<file path="src/rtl/img_frame_sched.sv">
// rtl/img_frame_sched.sv - frame-level run/stop sequencer for the image source
// Optional FRAME_GEOM_CHK_EN adds per-frame pixel/line geometry checking.
module img_frame_sched #(
  parameter int ACTIVE_IW = 640,
  parameter int ACTIVE_IH = 480,
  parameter int ARM_TMO   = 1000000,
  parameter int CNT_W     = 16
) (
  input  logic             clk,
  input  logic             rst,
  input  logic             cmd_start,
  input  logic             cmd_stop,
  input  logic [CNT_W-1:0] frame_num,
  input  logic             vs_in,
  input  logic             de_in,
  output logic             src_en,
  output logic             busy,
  output logic             frame_start,
  output logic             frame_done,
  output logic [CNT_W-1:0] frame_cnt,
  output logic             arm_tmo,
  output logic             geom_err
);
  localparam int TMO_W = $clog2(ARM_TMO + 1);

  typedef enum logic [1:0] {S_IDLE, S_ARM, S_RUN} state_t;

  state_t             state_q, state_d;
  logic               vs_r_q, vs_r_d, vs_p_q, vs_p_d;
  logic [CNT_W-1:0]   num_q, num_d, cnt_q, cnt_d;
  logic [TMO_W-1:0]   tmo_cnt_q, tmo_cnt_d;
  logic               arm_tmo_q, arm_tmo_d, geom_err_q, geom_err_d;
  logic               stop_pend_q, stop_pend_d, src_en_q, src_en_d;
  logic               frame_start_q, frame_start_d, frame_done_q, frame_done_d;
  logic               vs_rise, vs_fall, geom_bad;
  logic [CNT_W:0]     cnt_inc;

  assign vs_rise = vs_r_q & ~vs_p_q;
  assign vs_fall = ~vs_r_q & vs_p_q;
  assign cnt_inc = {1'b0, cnt_q} + {{CNT_W{1'b0}}, 1'b1};

`ifdef FRAME_GEOM_CHK_EN
  logic        de_r_q, de_r_d, de_p_q, de_p_d;
  logic [19:0] pix_q, pix_d;
  logic [11:0] lines_q, lines_d;

  // Counters restart on every vs rise so only the current frame body is measured.
  always_comb begin
    de_r_d  = de_in;
    de_p_d  = de_r_q;
    pix_d   = pix_q;
    lines_d = lines_q;
    if (vs_rise) begin
      pix_d   = '0;
      lines_d = '0;
    end else begin
      if (de_r_q && pix_q != 20'hFFFFF) pix_d = pix_q + 20'd1;
      if (de_p_q && !de_r_q && lines_q != 12'hFFF) lines_d = lines_q + 12'd1;
    end
  end

  assign geom_bad = (pix_q != 20'(ACTIVE_IW * ACTIVE_IH)) || (lines_q != 12'(ACTIVE_IH));

  always_ff @(posedge clk or posedge rst) begin
    if (rst) begin
      de_r_q  <= 1'b0;
      de_p_q  <= 1'b0;
      pix_q   <= '0;
      lines_q <= '0;
    end else begin
      de_r_q  <= de_r_d;
      de_p_q  <= de_p_d;
      pix_q   <= pix_d;
      lines_q <= lines_d;
    end
  end
`else
  logic unused_de;
  assign unused_de = de_in;
  assign geom_bad  = 1'b0;
`endif

  always_comb begin
    state_d       = state_q;
    vs_r_d        = vs_in;
    vs_p_d        = vs_r_q;
    num_d         = num_q;
    cnt_d         = cnt_q;
    tmo_cnt_d     = tmo_cnt_q;
    arm_tmo_d     = arm_tmo_q;
    geom_err_d    = geom_err_q;
    stop_pend_d   = stop_pend_q;
    src_en_d      = src_en_q;
    frame_start_d = 1'b0;
    frame_done_d  = 1'b0;
    case (state_q)
      S_IDLE: begin
        if (cmd_start && !cmd_stop) begin
          state_d     = S_ARM;
          num_d       = frame_num;
          cnt_d       = '0;
          tmo_cnt_d   = '0;
          arm_tmo_d   = 1'b0;
          geom_err_d  = 1'b0;
          stop_pend_d = 1'b0;
          src_en_d    = 1'b1;
        end
      end
      S_ARM: begin
        if (vs_rise) begin
          state_d       = S_RUN;
          frame_start_d = 1'b1;
        end else if (cmd_stop) begin
          state_d  = S_IDLE;
          src_en_d = 1'b0;
        end else if (tmo_cnt_q == TMO_W'(ARM_TMO - 1)) begin
          state_d   = S_IDLE;
          src_en_d  = 1'b0;
          arm_tmo_d = 1'b1;
        end else begin
          tmo_cnt_d = tmo_cnt_q + 1'b1;
        end
      end
      S_RUN: begin
        if (cmd_stop) stop_pend_d = 1'b1;
        if (vs_rise) frame_start_d = 1'b1;
        if (vs_fall) begin
          frame_done_d = 1'b1;
          cnt_d        = (&cnt_q) ? cnt_q : cnt_inc[CNT_W-1:0];
          if (geom_bad) geom_err_d = 1'b1;
          // A stop arriving on the frame-end cycle itself still ends the run here.
          if (stop_pend_q || cmd_stop || (num_q != '0 && cnt_inc == {1'b0, num_q})) begin
            state_d     = S_IDLE;
            src_en_d    = 1'b0;
            stop_pend_d = 1'b0;
          end
        end
      end
      default: begin
        state_d  = S_IDLE;
        src_en_d = 1'b0;
      end
    endcase
  end

  always_ff @(posedge clk or posedge rst) begin
    if (rst) begin
      state_q       <= S_IDLE;
      vs_r_q        <= 1'b0;
      vs_p_q        <= 1'b0;
      num_q         <= '0;
      cnt_q         <= '0;
      tmo_cnt_q     <= '0;
      arm_tmo_q     <= 1'b0;
      geom_err_q    <= 1'b0;
      stop_pend_q   <= 1'b0;
      src_en_q      <= 1'b0;
      frame_start_q <= 1'b0;
      frame_done_q  <= 1'b0;
    end else begin
      state_q       <= state_d;
      vs_r_q        <= vs_r_d;
      vs_p_q        <= vs_p_d;
      num_q         <= num_d;
      cnt_q         <= cnt_d;
      tmo_cnt_q     <= tmo_cnt_d;
      arm_tmo_q     <= arm_tmo_d;
      geom_err_q    <= geom_err_d;
      stop_pend_q   <= stop_pend_d;
      src_en_q      <= src_en_d;
      frame_start_q <= frame_start_d;
      frame_done_q  <= frame_done_d;
    end
  end

  assign src_en      = src_en_q;
  assign busy        = (state_q != S_IDLE);
  assign frame_start = frame_start_q;
  assign frame_done  = frame_done_q;
  assign frame_cnt   = cnt_q;
  assign arm_tmo     = arm_tmo_q;
  assign geom_err    = geom_err_q;
endmodule
</file>
<file path="config.mk">
export PLATFORM = sky130hd
export DESIGN_NAME = img_frame_sched
export DESIGN_NICKNAME = d
export VERILOG_FILES = /design/src/rtl/img_frame_sched.sv
export SDC_FILE = /design/constraint.sdc
export NUM_CORES = 1
export LEC_CHECK = 0
export ABC_AREA = 1
export BUFFER_PORTS_ARGS = -buffer_cell sky130_fd_sc_hd__buf_2
export CAP_MARGIN = 20
export CORE_UTILIZATION = 63
export DETAILED_ROUTE_END_ITERATION = 8
export PLACE_DENSITY = 0.85
export SLEW_MARGIN = 10
export SYNTH_ARGS = -nofsm -noshare
export SYNTH_HDL_FRONTEND = slang
export SYNTH_SLANG_ARGS = --single-unit
</file>
<file path="constraint.sdc">
create_clock -name clk -period 5.7 [get_ports clk]
set_clock_uncertainty 0.05 [all_clocks]
set_input_delay 0 -clock clk [delete_from_list [all_inputs] [get_ports clk]]
set_output_delay 0 -clock clk [all_outputs]
set_load 0.1 [all_outputs]
</file>
==> Word-level counts from Yosys, hierarchy flattened <==
Cells that the tools add are included.
{ "classes": {"n_addsub": 2, "n_eq_ne": 14, "n_reduce_logical": 19, "n_mux": 36, "bitwise_logic": 4} }
{ "op_table": {"columns": ["cell", "count"], "rows": [
  ["20-bit 2-to-1 mux", 4],
  ["16-bit 2-to-1 mux", 3],
  ["20-bit one-hot mux with 2 select lines", 1],
  ["16-bit one-hot mux with 2 select lines", 1],
  ["20-bit by 1-bit adder with 20-bit output (second input constant)", 1],
  ["20-bit equality test (second input constant)", 1],
  ["16-bit by 1-bit adder with 17-bit output (second input constant)", 1],
  ["17-bit by 16-bit equality test with 1-bit output", 1],
  ["1-bit 2-to-1 mux", 17],
  ["2-bit inequality test (second input constant)", 8],
  ["16-bit AND reduction", 1],
  ["16-bit nonzero test", 1],
  ["5-bit AND reduction", 3],
  ["2-bit 2-to-1 mux", 6],
  ["4-bit AND reduction", 2],
  ["2-bit one-hot mux with 3 select lines", 1],
  ["2-bit nonzero test", 3],
  ["4-bit inequality test (second input constant)", 1],
  ["1-bit one-hot mux with 2 select lines", 2],
  ["2-bit AND reduction", 2],
  ["3-bit inequality test (second input constant)", 1],
  ["1-bit one-hot mux with 3 select lines", 1],
  ["1-bit bitwise AND", 2],
  ["2-bit by 1-bit equality test with 1-bit output (second input constant)", 1],
  ["other kinds (7)", 10]
]} }
{ "word_totals": {"inputBits": 22, "wordCells": 86, "regBits": 61, "out_inout_bits": 22} }

==> Longest topological paths before layout <==
Gate-level depths: netlist of run 1.
{ "logic_depth": {"depth_word": 7, "ltp_mapped": 16, "depth_no_buf": 16} }

==> Least setup slack after synthesis of run 1 <==
Ideal clock, no wire load.
{ "synth_path": {"path_kind": "register -> register", "start": "register cnt_q[0] (netlist: frame_cnt[0])", "end": "register src_en_q (netlist: src_en)", "setup_slack_ps": 3050, "path_buffers": 0, "path_stages_with_launch": 15, "setup_time_ps": 122, "t_arrival_ps": 2478, "period_less_slack_ps": 2650, "t_required_ps": 5528, "path_cell_list": "dfrtp_1 ha_1 nand3_2 nor2_2 nand4_1 nand2_1 nand2_1 nand2_1 nand3_1 nor2_1 nand2_1 nand2_2 nand3_1 nand2_1 nand2_1"} }
{ "synth_via": {"elab_chain_len": 6} }
{ "synth_lines": {"columns": ["element", "line_no", "source"], "rows": [
  ["from (decl)", "30", "logic [CNT_W-1:0] num_q, num_d, cnt_q, cnt_d;"],
  ["from (signal assigned)", "165", "cnt_q <= cnt_d;"],
  ["16-bit by 1-bit adder with 17-bit output", "40", "assign cnt_inc = {1'b0, cnt_q} + {{CNT_W{1'b0}}, 1'b1};"],
  ["17-bit by 16-bit equality test with 1-bit output", "132", "if (stop_pend_q || cmd_stop || (num_q != '0 && cnt_inc == {1'b0, num_q})) begin"],
  ["1-bit logical AND", "132", null],
  ["1-bit logical OR", "132", null],
  ["2-bit inequality test (no source line)", null, null],
  ["5-bit AND reduction (no source line)", null, null],
  ["to (signal assigned)", "170", "src_en_q <= src_en_d;"],
  ["to (decl)", "33", "logic stop_pend_q, stop_pend_d, src_en_q, src_en_d;"]
]} }
Every way passes these cells.
A chain may end at the register's enable or synchronous reset.

==> Worst setup path in the final report of run 1 <==
{ "layout_path": {"start": "register state_q[0]", "end": "register cnt_q[10] (netlist: frame_cnt[10])"} }
{ "layout_via": {"elab_chain_len": 3, "word_cells_on_any_way": 8, "cone_classes": "eq/ne (4); mux (1); reduce/logical (3)"} }
{ "layout_lines": {"columns": ["element", "line_no", "source"], "rows": [
  ["from (decl)", "28", "state_t state_q, state_d;"],
  ["from (signal assigned)", "161", "state_q <= state_d;"],
  ["2-bit equality test / 2-bit logical NOT (equally long branches)", "96", "case (state_q)"],
  ["2-bit inequality test (no source line) / 2-bit nonzero test (equally long branches)", null, null],
  ["4-bit AND reduction (no source line)", null, null]
]} }
Several ways; a longest one is shown, not always the timed one.

==> results of run 1 <==
## routing by layer
metal | track usage | vias to the layer above | routed length (µm) | share of wire
met5 | 0 | - | 0 | 0
met4 | 0.135 | 0 | 162 | 0.017
met3 | 0.0667 | 16 | 544 | 0.057
met2 | 0.590 | 143 | 4840 | 0.50
met1 | 0.415 | 1742 | 4050 | 0.42
li1 | - | 1768 | - | -
## cells by family after synthesis
family | count (synthesis) | synth area share
buf+inv | 75 | 0.0816
mux | 2 | 0.00604
other cells | 1 | 0.00101
flops | 61 | 0.410
fa+ha+maj | 5 | 0.0168
compound gates | 60 | 0.104
simple gates | 282 | 0.342
xor+xnor | 15 | 0.0393
## power groups by stage
stage               registers (mW)  logic (mW)  clock network [mW]
finish                       0.579       0.595               0.445
global route                 0.584       0.655               0.466
CTS                          0.575       0.583               0.447
detailed placement           0.583       0.570                   0
global placement             0.577       0.553                   0
floorplan                    0.631       0.411                   0
## how the worst max path moves through the flow
stage | end | start | depth (start not counted) | slack, ns
2_1_floorplan | src_en | frame_cnt[0] | 14 | 3.05
3_3_place_gp | frame_cnt[13] | state_q[0] | 6 | 2.39
3_5_place_dp | frame_cnt[10] | state_q[0] | 6 | 2.18
4_1_cts | frame_cnt[10] | state_q[0] | 6 | 2.16
5_1_grt | frame_cnt[13] | state_q[0] | 7 | 2.37
6_report | frame_cnt[10] | state_q[0] | 7 | 2.53
## registers in the layout, summed over array words and instances, names as in the netlist, 2 cells and up
name	count
frame_cnt	16
num_q	16
state_q	2
tmo_cnt_q	20
## layout make-up
cell class,instances,area [µm²]
clock buffer,12,155
clock inverter,4,70.1
fill,393,1220
inverter,64,240
multi-input combinational,365,1900
sequential,61,1530
tap,72,90.1
timing repair buffer,61,408
## critical path, stage by stage, from the launching register on
cell,delay [ns]
dfrtp_1,0.40
inv_1,0.09
ha_1,0.29
nand3_1,0.47
buf_8,0.33
o21ai_0,0.17
nand4_1,0.79
o21ai_0,0.46
## synthesized netlist by cell type (all sizes together)
cell type and count:
a211oi 1, a21oi 18, a2bb2oi 1, buf 8, clkbuf 3, conb 1
dfrtp 61, ha 5, inv 64, mux2 2, nand2 125, nand3 50
nand4 19, nor2 71, nor3 11, nor3b 1, nor4 5, o21ai 18
o22ai 13, o31ai 9, xnor2 4, xor2 10, xor3 1
==> summary.txt, run 1 <==
Synth
  • Cells after synthesis: 501
  • Post-Syn Area per Cell: 7.44 µm²
  • Post-synthesis sequential area ratio: 0.410
  • Ys Warns: 0
  • Synth Cell Area: 3730 µm²
  • Seq cells post-synth: 61
  • Area leader, netlist: dfrtp_1
  • Mapped Nets: 528
  • Largest cells by area after synthesis: dfrtp_1 (41%), nand2_1 (12%), nand3_1 (6.4%), inv_1 (6.3%), nor2_1 (6.2%)
  • Post-synthesis cell type count: 35
  • Share of Yosys cell area claimed by the top area cell type: 0.410

Timing
  • Slew Limit Fails: 0
  • Slew Limit Headroom: 0.388
  • Min cycle time layout: 3.17 ns
  • Fin crit share: 0.557
  • TNS Setup: 0 ns
  • Worst Tran Pin Value: 0.916 ns
  • RSZ-0062 raised after global routing: false
  • Setup ws final: 2.53 ns
  • Worst hold margin: 0.0547 ns
  • Final Hold Fails: 0
  • Setup violators final: 0
  • Fmax: 315 MHz

Hold path
  • Hold path cells: 5
  • Hold Path Class: input pin to register
  • Worst Hold End: stop_pend_q
  • Hold_sp: cmd_stop

Floorplan
  • Die Y: 78.9 µm
  • Die W: 78.9 µm
  • Starting density of the core: 0.664
  • Row count: 27
  • Core area: 5610 µm²
  • I/O Pins: 44
  • Die area: 6230 µm²

Setup path
  • CP Capture Type: register
  • Worst Path Max Fanout: 18
  • FF-to-FF Start: state_q[0]
  • Reg-to-reg endpoint: frame_cnt[10]
  • CP arrival: 3.36 ns
  • Reg2Reg Depth: 7
  • R2R setup slack: 2.53 ns
  • Critical path class: register to register
  • CP required: 5.88 ns
  • Critical Path Start Type: register

Run status
  • Status: finished, final reports clean

CTS
  • CTS root buffer: clkbuf_8
  • Clock buffer depth: 2
  • CTS sink cnt: 61
  • CTS buffer count: 9
  • Post-cts resize count: 0
  • Cts hold-fix bufs: 18
  • Clk slew on worst S/H paths: 0.07 ns
  • Later-pin clock latency in the skew report: 0.35 ns
  • TritonCTS clock tree: yes
  • Setup Buffers After CTS: 0
  • H-tree depth: 3

Routing
  • Vias: 3,669
  • Routed Antenna Nets: 0
  • Post-DR wirelength/cell: 15.0 µm
  • Via-per-instance ratio: 5.74
  • First-pass detailed-route iteration total: 5
  • Final wirelength: 9600 µm
  • DRC: 0
  • Initial drt markers: 404

Final layout
  • ANT cells: 0
  • Most frequent cells in the layout: nand2_1 (118), nor2_1 (62), inv_1 (62)
  • Final instance area: 4390 µm²
  • Final core occ: 0.782
  • Most common cell after layout, fill and taps aside: nand2_1
  • Layout Nets: 589
  • Share of post-route cells with drive strength above 1: 0.153
  • Final non-filler cell total: 639
  • Area growth, synth to finish: 17.7%

Global routing
  • Number of global-route vias before repair: 3,685
  • Largest net degree at the start of global routing: 62
  • Overall Global Routing Usage: 0.340
  • Initial antenna violation count: 0
  • First-pass GRT wire length: 16,300 µm
  • Gr ovfl total: 0

Place
  • Final GP Congestion: 0.944
  • I/O Buffers: 41
  • DP HPWL: 6630 µm
  • Dpl cell area: 3970 µm²
  • Placed cells: 604
  • Dpl ws: 2.18 ns

Power
  • Switching share of total power: 0.416
  • Total Power: 1.62 mW
  • Clk pwr share: 0.275
  • Static Leak: 2.01 nW
  • Worst VDD drop: 558 µV
  • Net Sw Power: 0.673 mW
  • Combinational Power Share: 0.368
  • Internal power: 0.945 mW
  • Cell Pwr Density: 369 nW/µm²
  • Flop pwr share: 0.358

Job
  • Maxcap violations: 0
No activity file was read; power rests on OpenSTA's default activity.
==> run 2: changes to the inputs <==
--- a/config.mk
+++ b/config.mk
@@ -8,9 +8,9 @@
 export ABC_AREA = 1
 export BUFFER_PORTS_ARGS = -buffer_cell sky130_fd_sc_hd__buf_2
 export CAP_MARGIN = 20
-export CORE_UTILIZATION = 63
+export CORE_UTILIZATION = 53
 export DETAILED_ROUTE_END_ITERATION = 8
-export PLACE_DENSITY = 0.85
+export PLACE_DENSITY = 0.76
 export SLEW_MARGIN = 10
 export SYNTH_ARGS = -nofsm -noshare
 export SYNTH_HDL_FRONTEND = slang
==> constraint.sdc (replaced) <==
create_clock -name clk -period 2.8 [get_ports clk]
set_clock_uncertainty 0.05 [all_clocks]
set_input_delay 0 -clock clk [delete_from_list [all_inputs] [get_ports clk]]
set_output_delay 0 -clock clk [all_outputs]
set_load 0.1 [all_outputs]
==> run 2 against run 1 <==
Clock power rose by 73%. Global-route usage is 7.0 points lower. Sequential cell count is the same. Non-clock buffer count rose by 5. Core utilization down 13 points. Total power rose by 97%. First-iteration DRC count shrank 38%. Critical path type unchanged.
==> summary.txt, run 2 (synthesized netlist as in run 1, its figures left out) <==
Job
  • Maxcap violations: 0

Global routing
  • Overall Global Routing Usage: 0.270
  • GRT Max-Usage Layer: met2
  • First-pass GRT wire length: 15,500 µm
  • Met2 GRT Util: 0.457
  • Gr ovfl total: 0
  • Largest net degree at the start of global routing: 38
  • GR Util met1: 0.322
  • Met3 Track Usage GR: 0.0712
  • Number of global-route vias before repair: 3,561
  • Initial antenna violation count: 0

Routing
  • Routed Antenna Nets: 0
  • Final wirelength: 9020 µm
  • DRC: 0
  • First-pass detailed-route iteration total: 5
  • Via-per-instance ratio: 5.42
  • Initial drt markers: 250
  • Post-DR wirelength/cell: 13.5 µm
  • Vias: 3,623

CTS
  • Setup Buffers After CTS: 0
  • Clk slew on worst S/H paths: 0.08 ns
  • H-tree depth: 3
  • Post-cts resize count: 0
  • CTS buffer count: 9
  • TritonCTS clock tree: yes
  • CTS sink cnt: 61
  • Clock buffer depth: 2
  • Later-pin clock latency in the skew report: 0.34 ns
  • CTS root buffer: clkbuf_8

Floorplan
  • I/O Pins: 44
  • Starting density of the core: 0.548
  • Die Y: 85.8 µm
  • Die W: 85.8 µm
  • Die area: 7370 µm²
  • Row count: 30
  • Core area: 6790 µm²

Timing
  • Slew Limit Headroom: 0.466
  • Min cycle time layout: 2.36 ns
  • Slew Limit Fails: 0
  • RSZ-0062 raised after global routing: false
  • TNS Setup: 0 ns
  • Setup violators final: 0
  • Final Hold Fails: 0
  • Worst Tran Pin Value: 0.800 ns
  • Fmax: 423 MHz
  • Fin crit share: 0.844

Final layout
  • Most common cell after layout, fill and taps aside: nand2_1
  • ANT cells: 0
  • Share of post-route cells with drive strength above 1: 0.163
  • Final instance area: 4410 µm²
  • Area growth, synth to finish: 18.4%
  • Biggest register: tmo_cnt_q
  • Fill cell count: 590
  • Most frequent cells in the layout: nand2_1 (118), nor2_1 (62), inv_1 (62)
  • Max reg flops: 20
  • Layout Nets: 594

Setup path
  • CP arrival: 2.58 ns
  • Critical path class: register to register
  • Slowest-stage cell, CP: nor2_2
  • Critical-path cell list: inv_1 > ha_1 > inv_1 > o21ai_0 > o21ai_2 > nor2_2 > nand3_1 > o21ai_0
  • Worst Path Max Fanout: 16
  • Delay-heaviest family, CP: simple AND/OR/NAND/NOR gates
  • CP Capture Type: register
  • Worst path buffer plus inverter count: 2
  • Max stage delay on crit path: 0.64 ns
  • CP required: 3.02 ns
  • Critical Path Start Type: register

Hold path
  • Hold Path Class: input pin to register

Place
  • DP HPWL: 6510 µm
  • Final GP Congestion: 0.928
  • I/O Buffers: 41
  • Dpl cell area: 4040 µm²

Power
  • Worst VDD drop: 400 µV
  • Static Leak: 2.02 nW
  • Cell Pwr Density: 721 nW/µm²

Run status
  • Status: finished, final reports clean
[run 2: cell count changes in the layout (fill, tap and decap cells not counted), sizes merged]
cell      before  now
buf           43   48
bufinv         2    1
clkbuf        12    9
clkinv         2    5
clkinvlp       0    1
[run 2: per-layer routing]
layer / part of all wire / wire (µm)
met5: 0 / 0
met4: 0.025 / 226
met3: 0.065 / 591
met2: 0.48 / 4310
met1: 0.43 / 3890
[run 2: worst reg2reg max path, delay by kind of cell, from the launching register on]
kind / cells / cell delay, ns
adders and majority gates: 1 / 0.24
AOI/OAI and AO/OA: 3 / 0.60
DFF: 1 / 0.40
buffers and inverters: 2 / 0.23
and+or+nand+nor: 2 / 0.78
[run 2: where the power goes]
group / internal (mW) / leakage (nW) / switching [mW]
Sequential: 1.05 / 0.792 / 0.123
Clock: 0.406 / 0.0987 / 0.363
Combinational: 0.369 / 1.13 / 0.871
[run 2: repair_timing]
item | CTS | global route
hold endpoints to repair | 53 | 0
hold buffers | 18 | 0
endpoints found under the setup margin | 0 | 0
[run 2: final cells by class]
type / instances / area, µm² / area share
tap: 96 / 120 / 0.0272
sequential: 61 / 1530 / 0.346
inverter: 64 / 240 / 0.0545
multi-input combinational: 365 / 1900 / 0.430
clock buffer: 9 / 124 / 0.0281
timing repair buffer: 66 / 438 / 0.0993
clock inverter: 7 / 66.3 / 0.0150
[run 2: path summary, 6_finish.rpt]
path | from | end | slack [ns] | cells past startpoint
max in group asynchronous | rst | frame_cnt[13] | 1.57 | 4
hold / removal | cmd_stop | stop_pend_q | 0.07 | 5
min in group asynchronous | rst | frame_start | 0.30 | 3
setup / recovery | state_q[0] | frame_cnt[9] | 0.44 | 8
hold reg to reg | vs_p_d | vs_p_q | 0.40 | 0
setup reg to reg | state_q[0] | frame_cnt[9] | 0.44 | 8
[run 2: through the flow]
stage                     instances  setup slack [ns]  hold WS [ns]  power (mW)   util
after detailed placement        634             0.465        0.0593        2.40  0.595
after global placement          634             0.498        0.0582        2.37  0.595
after CTS                       668             0.466        0.0374        3.19  0.649
final                           668             0.437        0.0683        3.18  0.649
after floorplan                 501             0.150       -0.0186        2.12      -
after global routing            668             0.183         0.104        3.40  0.649
